===== src/rtl/pic_pkg.sv =====
// Shared types and helpers for the interrupt-acknowledge sequencer.
package pic_pkg;

    localparam int unsigned NUM_IR = 8;

    typedef enum logic [2:0] {
        ST_IDLE,
        ST_PEND,
        ST_ACK1,
        ST_GAP,
        ST_ACK2
    } state_t;

    typedef struct packed {
        logic       valid;
        logic [2:0] idx;
    } lowest_t;

    // Lowest set bit of an IR-wide vector; IR0 has the highest priority.
    function automatic lowest_t lowest_set(input logic [NUM_IR-1:0] v);
        lowest_t r;
        r = '0;
        for (int unsigned i = 0; i < NUM_IR; i++) begin
            if (v[i] && !r.valid) begin
                r.valid = 1'b1;
                r.idx   = 3'(i);
            end
        end
        return r;
    endfunction

endpackage


===== src/rtl/inta_edge_detect.sv =====
// Synchronizes the active-low INTA strobe and produces single-cycle
// pulses for its falling (acknowledge start) and rising (end) edges.
module inta_edge_detect #(
    parameter int unsigned INTA_SYNC = 1
) (
    input  logic clk,
    input  logic rst_n,
    input  logic inta_n,
    output logic fall,
    output logic rise
);

    logic cur;
    logic prev;

    generate
        if (INTA_SYNC == 0) begin : g_nosync
            assign cur = inta_n;
        end else begin : g_sync
            logic [INTA_SYNC-1:0] sync;

            // Synchronizer chain, idles high like the bus strobe.
            always_ff @(posedge clk or negedge rst_n) begin
                if (!rst_n) begin
                    sync <= '1;
                end else begin
                    sync[0] <= inta_n;
                    for (int unsigned i = 1; i < INTA_SYNC; i++) begin
                        sync[i] <= sync[i-1];
                    end
                end
            end

            assign cur = sync[INTA_SYNC-1];
        end
    endgenerate

    // History flop used to detect edges of the synchronized level.
    always_ff @(posedge clk or negedge rst_n) begin
        if (!rst_n) begin
            prev <= 1'b1;
        end else begin
            prev <= cur;
        end
    end

    assign fall = prev & ~cur;
    assign rise = ~prev & cur;

endmodule


===== src/rtl/inta_sequencer.sv =====
// Responder side of the 8259A two-pulse INTA handshake: raises int_o for
// an eligible request, owns the In-Service Register and drives the vector.
module inta_sequencer
    import pic_pkg::*;
#(
    parameter int unsigned INTA_SYNC   = 1,
    parameter int unsigned SPURIOUS_ID = 7
) (
    input  logic        clk,
    input  logic        rst_n,
    input  logic [7:0]  ir_req,
    input  logic [7:0]  imr,
    input  logic [4:0]  vec_base,
    input  logic        aeoi,
    input  logic        inta_n,
    input  logic        eoi_cmd,
    input  logic        eoi_specific,
    input  logic [2:0]  eoi_level,
    output logic        int_o,
    output logic [7:0]  isr,
    output logic [7:0]  irr_clr,
    output logic [7:0]  vector,
    output logic        vector_oe
);

    state_t     state;
    state_t     state_next;
    logic       fall;
    logic       rise;
    lowest_t    win;
    lowest_t    top;
    logic       eligible;
    logic       ack_take;
    logic       ack_real;
    logic [2:0] id;
    logic       spur;
    logic [7:0] set_mask;
    logic [7:0] eoi_mask;
    logic [7:0] aeoi_mask;

    inta_edge_detect #(
        .INTA_SYNC(INTA_SYNC)
    ) u_edge (
        .clk    (clk),
        .rst_n  (rst_n),
        .inta_n (inta_n),
        .fall   (fall),
        .rise   (rise)
    );

    // Priority resolution: winning request must outrank every in-service level.
    always_comb begin
        win      = lowest_set(ir_req & ~imr);
        top      = lowest_set(isr);
        eligible = win.valid && (!top.valid || (win.idx < top.idx));
    end

    // State register.
    always_ff @(posedge clk or negedge rst_n) begin
        if (!rst_n) begin
            state <= ST_IDLE;
        end else begin
            state <= state_next;
        end
    end

    // Next-state logic; a first INTA edge in PEND wins over a vanishing request.
    always_comb begin
        state_next = state;
        case (state)
            ST_IDLE: if (eligible) state_next = ST_PEND;
            ST_PEND: begin
                if (fall) begin
                    state_next = ST_ACK1;
                end else if (!eligible) begin
                    state_next = ST_IDLE;
                end
            end
            ST_ACK1: if (rise) state_next = ST_GAP;
            ST_GAP:  if (fall) state_next = ST_ACK2;
            ST_ACK2: if (rise) state_next = ST_IDLE;
            default: state_next = ST_IDLE;
        endcase
    end

    // State-decoded outputs.
    always_comb begin
        int_o     = (state == ST_PEND);
        vector_oe = (state == ST_ACK2);
    end

    // ISR update masks: set on acknowledge, clear on EOI and auto-EOI.
    always_comb begin
        ack_take  = (state == ST_PEND) && fall;
        ack_real  = ack_take && eligible;
        set_mask  = '0;
        eoi_mask  = '0;
        aeoi_mask = '0;
        if (ack_real) begin
            set_mask[win.idx] = 1'b1;
        end
        if (eoi_cmd) begin
            if (eoi_specific) begin
                eoi_mask[eoi_level] = 1'b1;
            end else if (top.valid) begin
                eoi_mask[top.idx] = 1'b1;
            end
        end
        if ((state == ST_ACK2) && rise && aeoi && !spur) begin
            aeoi_mask[id] = 1'b1;
        end
    end

    // Acknowledge datapath: latched id, IRR clear pulse, vector and ISR.
    always_ff @(posedge clk or negedge rst_n) begin
        if (!rst_n) begin
            id      <= '0;
            spur    <= 1'b0;
            irr_clr <= '0;
            vector  <= '0;
            isr     <= '0;
        end else begin
            if (ack_take) begin
                id   <= eligible ? win.idx : 3'(SPURIOUS_ID);
                spur <= !eligible;
            end
            irr_clr <= set_mask;
            if ((state == ST_GAP) && fall) begin
                vector <= {vec_base, id};
            end
            // Clears use the pre-update ISR; the new bit is ORed in afterwards.
            isr <= (isr & ~eoi_mask & ~aeoi_mask) | set_mask;
        end
    end

endmodule


===== config.mk =====
export PLATFORM = sky130hd
export DESIGN_NAME = inta_sequencer
export DESIGN_NICKNAME = d
export VERILOG_FILES = /design/src/rtl/pic_pkg.sv /design/src/rtl/inta_edge_detect.sv /design/src/rtl/inta_sequencer.sv
export SDC_FILE = /design/constraint.sdc
export NUM_CORES = 1
export LEC_CHECK = 0
export ABC_AREA = 0
export CORE_ASPECT_RATIO = 2
export CORE_MARGIN = 5
export CORE_UTILIZATION = 43
export DETAILED_ROUTE_END_ITERATION = 16
export HOLD_SLACK_MARGIN = 0.1
export PLACE_DENSITY = 0.83
export SYNTH_ARGS = -nofsm -noshare
export SYNTH_HDL_FRONTEND = slang
export SYNTH_SLANG_ARGS = --single-unit

===== constraint.sdc =====
create_clock -name clk -period 2.08 [get_ports clk]
set_clock_uncertainty 0.05 [all_clocks]
set_input_delay 0.208 -clock clk [delete_from_list [all_inputs] [get_ports clk]]
set_output_delay 0.208 -clock clk [all_outputs]
set_load 0.005 [all_outputs]

==> results.sh <==
export IMPL_relSlewSlack_pct=66.92
export IMPL_async_flop_share_pct=100.0
export IMPL_syn_avg_cell_area_um2=10.39
export IMPL_drive_gt1_share_pct=32.96
export IMPL_gp_congestion=0.8618
export IMPL_synth_top_family_by_area="simple AND/OR/NAND/NOR gates"
export IMPL_hold_class="primary input to asynchronous set/reset pin"
export IMPL_drt_iter0_markers=94
export IMPL_grt_overflow_total=0
export IMPL_period_minus_slack_ns=2.123
export IMPL_violations="setup timing"
export IMPL_place_hpwl_um=3986
export IMPL_dieHeight_um=104.1
export IMPL_final_net_count=300
export IMPL_via_per_inst=5.710
export IMPL_fmax_ghz=0.4710
export IMPL_critical_path_required_ns=2.21
export IMPL_finalHoldWorstSlack_ns=0.2650
export IMPL_synth_compound_area_share_pct=21.12
export IMPL_synth_cells=183
export IMPL_vdd_ir_drop_max_mv=1.067
export IMPL_ys_flop_type="dfrtp_1"
export IMPL_criticalPathCategory="flop to flop"
export IMPL_yosys_top_cells_count="dfrtp_1, nand2_1, nor2_1"
export IMPL_synth_area_top_cells="dfrtp_1, mux2_2, nand2b_1"
export IMPL_tritoncts="yes"
export IMPL_dr_pass1_iters=4
export IMPL_p_leak_nw=1.296
export IMPL_powerDensity_nw_per_um2=1166
export IMPL_yosysTopAreaCell="dfrtp_1"
export IMPL_cts_hold_buffers=0
export IMPL_status="finished, violations left"
export IMPL_grt_max_degree=34
export IMPL_end_kind="flop"
export IMPL_vias=1850
export IMPL_synth_nets=214
export IMPL_synth_cell_types=52
export IMPL_grt_antenna_before_repair=0
export IMPL_post_route_period_util_pct=102.1
export IMPL_dieArea_um2=5933
export IMPL_cts_max_level=2
export IMPL_synthXorXnorAreaFrac_pct=0.4605
export IMPL_path_max_fanout=7
export IMPL_die_w_um=57.03
export IMPL_totalPowerFinal_mw=3.495
export IMPL_synth_top_area_share_pct=40.79
export IMPL_rsz0062_at_grt="true"
export IMPL_synth_adder_area_share_pct=0.6579
export IMPL_routedWlPerCell_um=17.76
export IMPL_hold_violations=0
export IMPL_syn_area_um2=1902
export IMPL_drv_slew=0
export IMPL_clk_path_buf_depth=2
export IMPL_grt_pass1_vias=1902
export IMPL_insertion_delay_ns=0.29
export IMPL_rows=34
export IMPL_synth_simple_gate_area_share_pct=25.13
export IMPL_cap_violations=0
export IMPL_ys_ff_latch=33
export IMPL_port_buffers=55
export IMPL_tightest_slew_ns=0.4900
export IMPL_ant_nets=0
export IMPL_grt_use_total_pct=19.90
export IMPL_dp_slack_ns=-0.5610
export IMPL_muxShareOfSynthArea_pct=5.855
export IMPL_coreArea_um2=4339
export IMPL_drt_total_wl_um=5755
export IMPL_cts_buffers=5
export IMPL_synth_edff_count=0
export IMPL_root_buffer="clkbuf_8"
export IMPL_fin_tns_setup_ns=-0.3343
export IMPL_critPathLaunchType="flop"
export IMPL_clk_pin_slew_worst_paths_ns=0.07
export IMPL_start_util_pct=43.83
export IMPL_grt_pass1_wl_um=9252
export IMPL_antenna_cells=0
export IMPL_io_pins=56
export IMPL_setup_slack_ns=-0.04302
export IMPL_yosysMostFrequentCell="dfrtp_1"
export IMPL_areaGrowthSynthToFinish_pct=57.63
export IMPL_finalSetupViolations=15
export IMPL_cts_sinks=33
export IMPL_ys_warn_count=0
export IMPL_arrival_ns=2.25
export IMPL_route_detailed_drc=0
export IMPL_yosysSeqAreaShare_pct=43.55
==> cells by family (layout without fill, tap and decap cells) <==
kind of cell,count (synthesis),in the layout
flops,33,33
simple gates,77,77
xor+xnor,1,1
fa+ha+maj,1,1
buf+inv,12,98
compound gates,49,50
mux,10,10
==> final cells by class <==
type,instances,area [um^2]
Clock buffer,5,68.82
Clock inverter,3,65.06
Fill cell,336,1341
Inverter,7,28.78
Multi-Input combinational cell,139,1177
Sequential cell,33,828.3
Tap cell,54,67.56
Timing Repair Buffer,83,762.0
==> report_power, final <==
group / internal, mW / switching (mW)
clock: 0.476 / 0.234
combinational: 0.923 / 0.856
sequential: 0.824 / 0.182
total: 2.22 / 1.27
==> timing repair <==
item / in CTS / in global routing
pin swaps: 8 / 7
resized for setup: 31 / 21
endpoints found under the setup margin: 21 / 21
cloned: 1 / 0
setup buffers: 2 / 0
==> metal layers <==
layer | GRT usage, % | vias up | wire [um]
li1 | - | 857 | -
met1 | 20.08 | 910 | 1983
met2 | 36.17 | 62 | 3323
met3 | 4.472 | 21 | 232
met4 | 10.61 | 0 | 215
met5 | 0 | - | 0
==> critical path, cell delays in order (launching register included) <==
cell,delay [ns]
dfrtp_1,0.41
nor4_4,0.36
nand2_2,0.12
ha_4,0.25
nor2_2,0.10
a31oi_1,0.05
a21oi_2,0.18
a21oi_4,0.06
o31a_4,0.16
mux2_4,0.26
==> through the flow <==
stage | cells | area, um^2 | util [%]
2_1_floorplan | 183 | 1902 | -
3_3_place_gp | 313 | 2680 | 61.76
3_5_place_dp | 313 | 2680 | 61.76
4_1_cts | 324 | 2912 | 67.10
5_1_grt | 324 | 2998 | 69.09
6_report | 324 | 2998 | 69.09
==> state kept, by name (all words and copies together) (netlist names) <==
register / flops
u_edge.prev: 1
irr_clr: 8
isr: 8
id: 3
vector: 8
spur: 1
state: 3
u_edge.cur: 1
==> cells in the final DEF (no fill, tap or decap), drive strengths merged, types with 6 or more instances in the layout <==
| master | n |
|---|---|
| nor3 | 7 |
| dfrtp | 31 |
| buf | 28 |
| nand2 | 19 |
| dlygate4sd2 | 9 |
| inv | 7 |
| mux2 | 9 |
| nor2 | 16 |
| clkdlybuf4s50 | 41 |
| nand2b | 12 |
| o21ai | 9 |
| o31ai | 6 |
==> worst paths after layout <==
| kind | startpoint | cells past startpoint | slack (ns) | to |
|---|---|---|---|---|
| max | isr[0]$_DFF_PN0_ | 9 | -0.04 | spur$_DFFE_PN0P_ |
| min in group clk | inta_n | 1 | 0.27 | u_edge.cur$_DFF_PN1_ |
| min | rst_n | 2 | 0.27 | irr_clr[1]$_DFF_PN0_ |
| min reg2reg | u_edge.cur$_DFF_PN1_ | 0 | 0.35 | u_edge.prev$_DFF_PN1_ |
| max reg2reg | isr[0]$_DFF_PN0_ | 9 | -0.04 | spur$_DFFE_PN0P_ |
| max in group asynchronous | rst_n | 2 | 1.38 | u_edge.prev$_DFF_PN1_ |
(Power assumes the default switching activity.)
==> edit (same settings) <==
`INTA_SYNC` is set to 1 in 2 places; all go to 0.
--- a/src/rtl/inta_edge_detect.sv
+++ b/src/rtl/inta_edge_detect.sv
@@ -1,7 +1,7 @@
 // Synchronizes the active-low INTA strobe and produces single-cycle
 // pulses for its falling (acknowledge start) and rising (end) edges.
 module inta_edge_detect #(
-    parameter int unsigned INTA_SYNC = 1
+    parameter int unsigned INTA_SYNC = 0
 ) (
     input  logic clk,
     input  logic rst_n,
--- a/src/rtl/inta_sequencer.sv
+++ b/src/rtl/inta_sequencer.sv
@@ -3,7 +3,7 @@
 module inta_sequencer
     import pic_pkg::*;
 #(
-    parameter int unsigned INTA_SYNC   = 1,
+    parameter int unsigned INTA_SYNC   = 0,
     parameter int unsigned SPURIOUS_ID = 7
 ) (
     input  logic        clk,
Function: changed (Yosys sat finds a counterexample within 4 cycles, from zero or initial values and one cycle with rst_n low).
==> edit against the unedited design <==
Utilization down 1.7 points. Highest routed layer unchanged. Total power down 7.0%. Via count shrank 0.43%. Setup slack worse by 0.10 ns. Routed wire length is 0.97% lower. Synthesized area fell by 1.4%. The flow still finishes with violations (setup timing). Sequential cell count decreased by 1. Design area decreased by 3.5%.
==> edit: results (changes against the unedited design) <==
Power and ir drop:
- The largest vdd supply drop is 1.10 mV (+3.6%).

Placement:
- The cell total after placement is 311 (-0.64%).
- The worst setup timing slack at the placement stage is -0.565 ns (-0.00416 ns).
- The routability congestion estimate from global placement was 0.876 (+1.7%).
- The post-detailed-placement half-perimeter wirelength is 3.97 mm (-0.53%).

Logic synthesis:
- By area the synthesized netlist is led by sky130_fd_sc_hd__dfrtp_1, sky130_fd_sc_hd__mux2_2, sky130_fd_sc_hd__nand2b_1.
- The total nets after synthesis is 213 (-0.47%).
- The number of cells produced by synthesis was 182 (-0.55%).

Clocking:
- The post-cts sizing count is 30 (-3.2%).
- The post-CTS setup buffer count is 3 (+1).

Routing:
- The wire length reported by the detailed router was 5.70 mm (-0.97%).
- The wire length on met1 is 1.92 mm (-3.2%).
- The via count was 1842 (-0.43%).
- The total met2 wirelength after detailed routing is 3.29 mm (-0.90%).
- The iteration-0 DRC count of the detailed router is 66 (-30%).

Global route:
- The met1 usage in global routing was 0.184 (-0.0163).
- The number of global-route vias before repair is 1974 (+3.8%).
- The met2 demand-to-capacity share in global routing is 0.371 (+0.00906).
- The overall track demand over capacity in global routing is 0.197 (-0.00211).
- The maximum number of pins on one net before global-route repair is 33 (-2.9%).

Critical path:
- For this design, the slowest cell found on the critical path is sky130_fd_sc_hd__or3b_1.
- The endpoint of the most critical setup path is isr[6]$_DFF_PN0_.
- The largest stage delay on the critical path is 0.49 ns (+0.08 ns).
- The arrival time of the worst setup path came to 2.37 ns (+0.12 ns).
- Broken down by cell family, the worst path's largest delay share belongs to buffers and inverters.

Layout:
- The fill cell total of the finished layout was 321 (-4.5%).
- The count of nets after finishing is 299 (-0.33%).
- The number of cells in the finished layout apart from fillers came to 323 (-0.31%).
- The fraction of final layout cells with drive strength greater than 1 is 0.323 (-0.00621).

Run status:
- The final reports fail on setup timing.
- The flow ran to the end, but the final reports show violations.

STA:
- The minimum hold slack came to 0.257 ns (-0.00814 ns).
- The relative slew slack is 0.530 (-0.139).
- The post-route setup TNS is -2.30 ns (-1.97 ns).
- The final number of setup-violating endpoints is 21 (+6).
- The final critical-path setup slack is -0.144 ns (-0.101 ns).
-- edit: power by group --
group | internal [mW] | switching [mW] | total, mW | leakage (nW)
Sequential | 0.803 | 0.184 | 0.987 | 0.410
Combinational | 0.857 | 0.813 | 1.67 | 0.740
Clock | 0.354 | 0.241 | 0.595 | 0.0541
-- edit: layout make-up --
class                   instances  area [sq um]  share of cell area
clock buffers                   5          68.8              0.0238
clock inverters                 3          42.5              0.0147
inverters                       7          28.8             0.00994
multi-input cells             139          1130               0.391
flip-flops and latches         32           802               0.277
well taps                      54          67.6              0.0233
repair buffers                 83           752               0.260
-- edit: cell families (layout without fill, tap and decap cells) --
family                   after synthesis  count (layout)  synth area share
AO/OA/AOI/OAI                         49              50             0.214
XOR/XNOR                               1               1           0.00467
adder cells (fa/ha/maj)                1               1           0.00667
buffers and inverters                 12              98            0.0327
flip-flops                            32              32             0.428
multiplexers                          10              10            0.0594
AND/OR/NAND/NOR                       77              77             0.255
